==> config.mk <==
export PLATFORM = sky130hd
export DESIGN_NAME = tick_timer
export DESIGN_NICKNAME = d
export VERILOG_FILES = /design/src/rtl/tick_timer_pkg.sv /design/src/rtl/tick_prescaler.sv /design/src/rtl/tick_timer.sv
export SDC_FILE = /design/constraint.sdc
export NUM_CORES = 1
export LEC_CHECK = 0
export ABC_AREA = 0
export CAP_MARGIN = 5
export CORE_ASPECT_RATIO = 0.6
export CORE_MARGIN = 1
export CORE_UTILIZATION = 30
export CTS_CLUSTER_SIZE = 10
export DETAILED_ROUTE_END_ITERATION = 8
export SKIP_LAST_GASP = 1
export SYNTH_ARGS = -nofsm -noshare
export SYNTH_HDL_FRONTEND = slang
export SYNTH_SLANG_ARGS = --single-unit
==> constraint.sdc <==
create_clock -name mclk -period 2 [get_ports mclk]
set_input_delay 0.3 -clock mclk [delete_from_list [all_inputs] [get_ports mclk]]
set_output_delay 0.3 -clock mclk [all_outputs]
set_load 0.02 [all_outputs]
==> src/rtl/tick_timer_pkg.sv <==
`default_nettype none
// ---------------------------------------------------------------------------
// tick_timer_pkg : shared FSM state type and default widths for tick_timer
// Rev 1.0
// ---------------------------------------------------------------------------
package tick_timer_pkg;

  localparam int unsigned C_DEF_WIDTH     = 16;
  localparam int unsigned C_DEF_PRE_WIDTH = 8;

  typedef enum logic [0:0] {
    IDLE = 1'b0,
    RUN  = 1'b1
  } state_e;

endpackage : tick_timer_pkg
`default_nettype wire

==> src/rtl/tick_prescaler.sv <==
`default_nettype none
// ---------------------------------------------------------------------------
// tick_prescaler : divides the run clock by (pre_i + 1), emitting tick_o
// Rev 1.0
// ---------------------------------------------------------------------------
module tick_prescaler
  import tick_timer_pkg::*;
#(
  parameter int unsigned PRE_WIDTH = C_DEF_PRE_WIDTH
) (
  input  logic                 clk,
  input  logic                 rst,
  input  logic                 run_i,
  input  logic [PRE_WIDTH-1:0] pre_i,
  output logic                 tick_o
);

  logic [PRE_WIDTH-1:0] cnt_q;
  logic [PRE_WIDTH-1:0] cnt_d;

  assign tick_o = (cnt_q == pre_i);

  // Held at zero outside RUN so every run starts on a fresh division phase.
  always_comb begin
    cnt_d = cnt_q;
    if (!run_i || tick_o) begin
      cnt_d = '0;
    end else begin
      cnt_d = cnt_q + PRE_WIDTH'(1);
    end
  end

  always_ff @(posedge clk or posedge rst) begin
    if (rst) begin
      cnt_q <= '0;
    end else begin
      cnt_q <= cnt_d;
    end
  end

endmodule : tick_prescaler
`default_nettype wire

==> src/rtl/tick_timer.sv <==
`default_nettype none
// ---------------------------------------------------------------------------
// tick_timer : compare timer, IDLE/RUN FSM, shadowed config while running.
// Define TICK_TIMER_PRESCALE_EN to add cfg_pre and the prescaler. Rev 1.0
// ---------------------------------------------------------------------------
module tick_timer
  import tick_timer_pkg::*;
#(
  parameter int unsigned WIDTH     = C_DEF_WIDTH,
  parameter int unsigned PRE_WIDTH = C_DEF_PRE_WIDTH
) (
  input  logic                 mclk,
  input  logic                 rst,
  input  logic                 start,
  input  logic                 stop,
  input  logic                 cfg_valid,
  output logic                 cfg_ready,
  input  logic [WIDTH-1:0]     cfg_cmp,
  input  logic                 cfg_oneshot,
`ifdef TICK_TIMER_PRESCALE_EN
  input  logic [PRE_WIDTH-1:0] cfg_pre,
`endif
  output logic                 equal,
  output logic                 busy,
  output logic [WIDTH-1:0]     count
);

  state_e             state_q, state_d;
  logic [WIDTH-1:0]   count_q, count_d;
  logic               equal_q, equal_d;
  logic [WIDTH-1:0]   cmp_q, cmp_d;
  logic               oneshot_q, oneshot_d;
  logic               pend_q, pend_d;
  logic [WIDTH-1:0]   sh_cmp_q, sh_cmp_d;
  logic               sh_oneshot_q, sh_oneshot_d;
  logic               xfer_w;
  logic               tick_w;
  logic               promote_w;

`ifdef TICK_TIMER_PRESCALE_EN
  logic [PRE_WIDTH-1:0] pre_q, pre_d;
  logic [PRE_WIDTH-1:0] sh_pre_q, sh_pre_d;

  tick_prescaler #(
    .PRE_WIDTH (PRE_WIDTH)
  ) u_prescaler (
    .clk    (mclk),
    .rst    (rst),
    .run_i  (state_q == RUN),
    .pre_i  (pre_q),
    .tick_o (tick_w)
  );
`else
  assign tick_w = 1'b1;
`endif

  assign cfg_ready = (state_q == IDLE) || !pend_q;
  assign xfer_w    = cfg_valid && cfg_ready;
  assign busy      = (state_q == RUN);
  assign equal     = equal_q;
  assign count     = count_q;

  always_comb begin
    state_d      = state_q;
    count_d      = count_q;
    equal_d      = 1'b0;
    cmp_d        = cmp_q;
    oneshot_d    = oneshot_q;
    pend_d       = pend_q;
    sh_cmp_d     = sh_cmp_q;
    sh_oneshot_d = sh_oneshot_q;
    promote_w    = 1'b0;
`ifdef TICK_TIMER_PRESCALE_EN
    pre_d        = pre_q;
    sh_pre_d     = sh_pre_q;
`endif

    case (state_q)
      IDLE: begin
        if (xfer_w) begin
          cmp_d     = cfg_cmp;
          oneshot_d = cfg_oneshot;
`ifdef TICK_TIMER_PRESCALE_EN
          pre_d     = cfg_pre;
`endif
        end
        if (start && !stop) begin
          state_d = RUN;
          count_d = '0;
        end
      end

      RUN: begin
        if (xfer_w) begin
          sh_cmp_d     = cfg_cmp;
          sh_oneshot_d = cfg_oneshot;
`ifdef TICK_TIMER_PRESCALE_EN
          sh_pre_d     = cfg_pre;
`endif
          pend_d       = 1'b1;
        end
        if (stop) begin
          state_d   = IDLE;
          count_d   = '0;
          promote_w = 1'b1;
        end else if (tick_w) begin
          if (count_q == cmp_q) begin
            equal_d   = 1'b1;
            count_d   = '0;
            promote_w = 1'b1;
            if (oneshot_q) begin
              state_d = IDLE;
            end
          end else begin
            count_d = count_q + WIDTH'(1);
          end
        end
      end

      default: state_d = IDLE;
    endcase

    // A shadow written on this same edge is promoted straight through.
    if (promote_w && pend_d) begin
      cmp_d     = sh_cmp_d;
      oneshot_d = sh_oneshot_d;
`ifdef TICK_TIMER_PRESCALE_EN
      pre_d     = sh_pre_d;
`endif
      pend_d    = 1'b0;
    end
  end

  always_ff @(posedge mclk or posedge rst) begin
    if (rst) begin
      state_q      <= IDLE;
      count_q      <= '0;
      equal_q      <= 1'b0;
      cmp_q        <= '1;
      oneshot_q    <= 1'b0;
      pend_q       <= 1'b0;
      sh_cmp_q     <= '0;
      sh_oneshot_q <= 1'b0;
`ifdef TICK_TIMER_PRESCALE_EN
      pre_q        <= '0;
      sh_pre_q     <= '0;
`endif
    end else begin
      state_q      <= state_d;
      count_q      <= count_d;
      equal_q      <= equal_d;
      cmp_q        <= cmp_d;
      oneshot_q    <= oneshot_d;
      pend_q       <= pend_d;
      sh_cmp_q     <= sh_cmp_d;
      sh_oneshot_q <= sh_oneshot_d;
`ifdef TICK_TIMER_PRESCALE_EN
      pre_q        <= pre_d;
      sh_pre_q     <= sh_pre_d;
`endif
    end
  end

endmodule : tick_timer
`default_nettype wire

### Yosys cells after proc, flatten, opt, wreduce, memory -nomap -nowiden

Index checks and enable logic that the tools add are counted.

* flip-flop bits (word level): 53
* word-level logic and storage cells: 48
* bits of input ports: 22

* bitwise logic cells: 1
* mux-type cells: 27
* $add $sub $neg: 1
* equal/unequal tests: 3
* reductions and logical operators: 8

Operators with widths (count)
* 2-to-1 mux 16 bit: 8
* case mux 16 bit (2 select lines): 1
* 2-to-1 mux 1 bit: 17
* adder 16 x 1 -> 16 bit (second input constant): 1
* == test 16 bit: 1
* != test 2 x 1 -> 1 bit (second input constant): 2
* logical AND 1 bit: 3
* zero test 1 bit: 2
* case mux 1 bit (2 select lines): 1
* AND reduction 2 bit: 1
* nonzero test 2 bit: 1
* logical OR 1 bit: 1
* NOT 1 bit: 1

### Depth between registers and ports, before layout

* depth after elaboration: 8
* mapped depth: 8
* mapped depth without buffers: 6

### Least setup slack after synthesis

Ideal clock, no wire load.

* path kind: reg2reg
* start: register count_q[9] (netlist: count[9])
* end: register count_q[15] (netlist: count[15])
* setup slack: -0.072 ns
* cell stages (with the launch flop): 8
* data arrival time: 1.946 ns
* buffers on the path: 2
* required time: 1.874 ns
* clock period less this slack: 2.072 ns
* path through: dfrtp_1 buf_6 xor2_1 nor4_2 a41oi_2 buf_4 and2_1 a221o_1

* word-level cells in the longest chain between the ends: 4
* elaborated cells on any way between the ends: 5
* classes of those cells: add/sub: 1; eq/ne: 1; mux: 3

RTL lines
* start: declaration: RTL line tick_timer.sv:29 `logic [WIDTH-1:0] count_q, count_d;`
* start signal: assignment: RTL line tick_timer.sv:150 `count_q <= count_d;`
* adder 16 x 1 -> 16 bit or == test 16 bit (tied branches): RTL line tick_timer.sv:115, tick_timer.sv:107
* 2-to-1 mux 16 bit *: RTL line tick_timer.sv:107 `if (count_q == cmp_q) begin`
* 2-to-1 mux 16 bit *: RTL line tick_timer.sv:102 `if (stop) begin`
* case mux 16 bit (2 select lines) *: RTL line tick_timer.sv:78 `case (state_q)`

Mark *: on every way between the ends. The rest lies on a longest branch, timed or not.
A chain may end at the register's enable or synchronous reset.

### Worst setup path in the final report

* start: register cmp_q[15]
* end: register cmp_q[13]

* word-level cells in the longest chain between the ends: 7
* elaborated cells on any way between the ends: 9
* classes of those cells: eq/ne: 2; mux: 4; reduce/logical: 3

RTL lines
* start: declaration: RTL line tick_timer.sv:31 `logic [WIDTH-1:0] cmp_q, cmp_d;`
* start signal: assignment: RTL line tick_timer.sv:152 `cmp_q <= cmp_d;`
* == test 16 bit *: RTL line tick_timer.sv:107
* 2-to-1 mux 1 bit *: RTL line tick_timer.sv:107
* 2-to-1 mux 1 bit *: RTL line tick_timer.sv:102
* 2-to-1 mux 1 bit *: RTL line tick_timer.sv:78
* logical AND 1 bit *: RTL line tick_timer.sv:124 `if (promote_w && pend_d) begin`
* != test 2 x 1 -> 1 bit (no source line) or nonzero test 2 bit (tied branches)
* AND reduction 2 bit (no source line)

Marked as above.

==> results.json <==
{
  "critical_path_required_ns": 2.21,
  "io_pins": 41,
  "avgRoutedWirePerCell_um": 16.1,
  "grt_antenna_before_repair": 0,
  "synth_edf_count": 0,
  "critPathLaunchType": "flip-flop",
  "reg2reg_depth": 6,
  "slew_viol_final": 0,
  "dp_slack_ns": -0.0368,
  "worstSetupStartpoint": "cmp_q[15]",
  "grt_pass1_vias": 2035,
  "synth_simple_gate_area_share_pct": 14.3,
  "fillerInstances": 811,
  "reg2reg_from": "cmp_q[15]",
  "min_period_over_period_pct": 105,
  "worstPathCellList": "xor2_1 > nor4_2 > a41oi_4 > a21o_2 > clkbuf_16 > a221oi_2",
  "synthesis.area_um2": 2790,
  "grt_pass1_wl_mm": 10.9,
  "area_growth_pct": 42.3,
  "synthCells": 266,
  "crit_path_end_kind": "flip-flop",
  "syn_area_per_cell_um2": 10.5,
  "numPortBuffers": 40,
  "max_clock_freq_ghz": 0.476,
  "root_buffer": "clkbuf_16",
  "final_util_pct": 45.3,
  "peakVddDrop_v": 0.000339,
  "worst-setup-path-type": "flip-flop to flip-flop",
  "yosysWarningCount": 0,
  "track_usage_pct": 14.6,
  "cts_buffer_depth": 2,
  "cp_top_family": "compound AO/OA/AOI/OAI gates",
  "grt_setup_unrepaired": "yes",
  "clock_latency_ns": 0.30,
  "layout_common_cells": "clkdlybuf4s50_1 (40), inv_1 (39), dfrtp_1 (34)",
  "reg2reg_to": "cmp_q[13]",
  "fin_cells": 449,
  "max_stage_delay_ns": 0.55,
  "ant_nets": 0,
  "path_buf_inv": 1,
  "tightest_slew_ns": 0.393,
  "vias_per_cell": 4.89,
  "cp_num_cells": 6,
  "synthFlopType": "dfrtp_1",
  "yosysUniqueCellTypes": 48,
  "powerDensity_nw_per_um2": 787,
  "synth_xor_area_share_pct": 5.03,
  "synth_top_family_by_area": "compound AO/OA/AOI/OAI gates",
  "crit_arrival_ns": 2.31,
  "start_util_pct": 31.8,
  "finClkSkew_ns": 0.00633,
  "clkTransAtPathRegs_ns": 0.07,
  "place_congestion": 0.833,
  "grt_max_degree": 54,
  "violations": "setup timing",
  "drt_first_pass_iters": 4,
  "post-route-drc-count": 0,
  "vias": 2197,
  "synth_mux_area_share_pct": 6.83,
  "dp.cells": 431,
  "synth_nets": 289,
  "cts_tree": "done",
  "drtIter0Drc": 203,
  "wl_met3_um": 442,
  "core_area_um2": 8750,
  "ff2ff_setup_slack_ns": -0.10,
  "hpwl_mm": 5.09,
  "layout.nets": 359,
  "synthArstFlopShare_pct": 100,
  "globalRouteOverflowTotal": 0,
  "met2RoutedLength_mm": 2.88,
  "wl_mm": 7.24,
  "wl_met1_mm": 3.85,
  "die_y_um": 76.7,
  "outcome": "finished with violations",
  "mostFrequentLayoutCell": "clkdlybuf4s50_1",
  "crit_slowest_cell": "dfstp_2",
  "ys_seq_area_share_pct": 48.3,
  "hp-class": "input port to asynchronous set/reset pin",
  "finalSetupViolCount": 18,
  "fp.dieW_um": 126,
  "clkSinkCount": 53,
  "hold_viol": 0,
  "cts_buffers": 5,
  "leakage_nw": 1.82,
  "period_needed_ns": 2.10,
  "htree_levels": 2,
  "rows": 26,
  "crit_fanout": 4,
  "timing.hold.ws_ns": 0.360,
  "synth_adder_area_share_pct": 0.449,
  "finalWorstSetupSlack_ns": -0.101,
  "highest_layer": "met4",
  "maxCapViolations": 0,
  "ys_seq_elements": 53,
  "slew_headroom_pct": 73.1,
  "n_antenna_cell": 0,
  "synth_compound_area_share_pct": 15.7,
  "drive_above_1_share_pct": 29.7,
  "crit_path_end": "cmp_q[13]",
  "dieArea_um2": 9690
}
==> flip-flops by register name (all words and copies together) (netlist names) <==
name          cells
sh_oneshot_q      1
pend_q            1
cmp_q            16
equal             1
busy              1
oneshot_q         1
count            16
sh_cmp_q         16
==> logic make-up (layout without fill, tap and decap cells) <==
| family | count (synthesis) | in the layout |
|---|---|---|
| fa+ha+maj | 1 | 1 |
| buf+inv | 56 | 127 |
| compound gates | 46 | 46 |
| mux | 19 | 19 |
| simple gates | 75 | 75 |
| flops | 53 | 53 |
| xor+xnor | 16 | 16 |
==> per-layer routing <==
| metal | vias to the layer above | GRT usage, % |
|---|---|---|
| met5 | - | 0 |
| met4 | 0 | 3.98 |
| li1 | 1068 | - |
| met2 | 60 | 19.1 |
| met3 | 8 | 3.77 |
| met1 | 1061 | 23.0 |
==> repair_timing <==
item                                    4_1_cts  5_1_grt
endpoints found under the setup margin       15       27
setup buffers                                 0        8
gates resized for setup                       0       25
pin swaps                                     2       25
gates cloned                                  0        2
hold buffers                                  0        0
==> report_power, final <==
part / total, mW / leakage (nW) / internal [mW] / switching [mW]
Clock: 1.02 / 0.0841 / 0.626 / 0.389
Combinational: 0.721 / 1.10 / 0.334 / 0.387
Sequential: 1.38 / 0.637 / 1.29 / 0.0969
==> synthesized netlist by cell type, types with 2 or more instances <==
cell	number	share of area (%)
a21oi_1	3	0.54
a221oi_1	7	2.2
a221oi_2	10	5.4
a22o_1	2	0.63
a31oi_1	3	0.67
a41oi_1	2	0.63
and2_1	4	0.90
and3_1	2	0.45
and4_1	2	0.63
buf_2	4	0.72
buf_6	4	1.6
clkbuf_1	5	0.67
dfrtp_1	37	33
dfstp_2	16	15
inv_1	40	5.4
mux2i_1	19	6.8
nand2_1	13	1.8
nand2b_1	2	0.45
nand3_1	10	1.8
nand4_1	6	1.3
nand4b_1	2	0.63
nor2_1	24	3.2
nor4_1	3	0.67
nor4_2	2	0.90
o211ai_1	2	0.54
o21ai_0	2	0.36
o311ai_1	3	0.94
o31ai_1	2	0.54
xor2_1	16	5.0
==> layout make-up <==
type	instances	area [µm²]	area share (%)
Multi-Input combinational cell	157	1350	34.1
Sequential cell	53	1350	34.1
Timing Repair Buffer	79	798	20.1
Inverter	40	150	3.79
Clock buffer	7	143	3.60
Tap cell	112	140	3.54
Clock inverter	1	30.0	0.758
==> through the flow <==
stage	cell area [µm²]	setup TNS [ns]	power, mW
after floorplan	2800	0	1.77
after global placement	3510	-0.00753	1.96
after detailed placement	3510	-0.0538	1.98
after CTS	3690	-0.223	3.01
after global routing	3960	-3.58	3.26
final	3960	-1.41	3.12
==> worst min-delay path: cells and delay by family <==
kind | cells | cell delay [ns]
buffers and inverters | 3 | 0.74
==> worst min path at each step <==
stage | start | to | slack (ns) | cells past startpoint
floorplan | stop | busy | 0.37 | 1
global placement | sh_cmp_q[13] | sh_cmp_q[13] | 0.47 | 2
detailed placement | cmp_q[1] | cmp_q[1] | 0.47 | 2
CTS | rst | sh_cmp_q[6] | 0.38 | 3
global route | rst | count[5] | 0.38 | 3
finish | rst | sh_cmp_q[7] | 0.36 | 3
No activity file was read; power rests on OpenSTA's default activity.
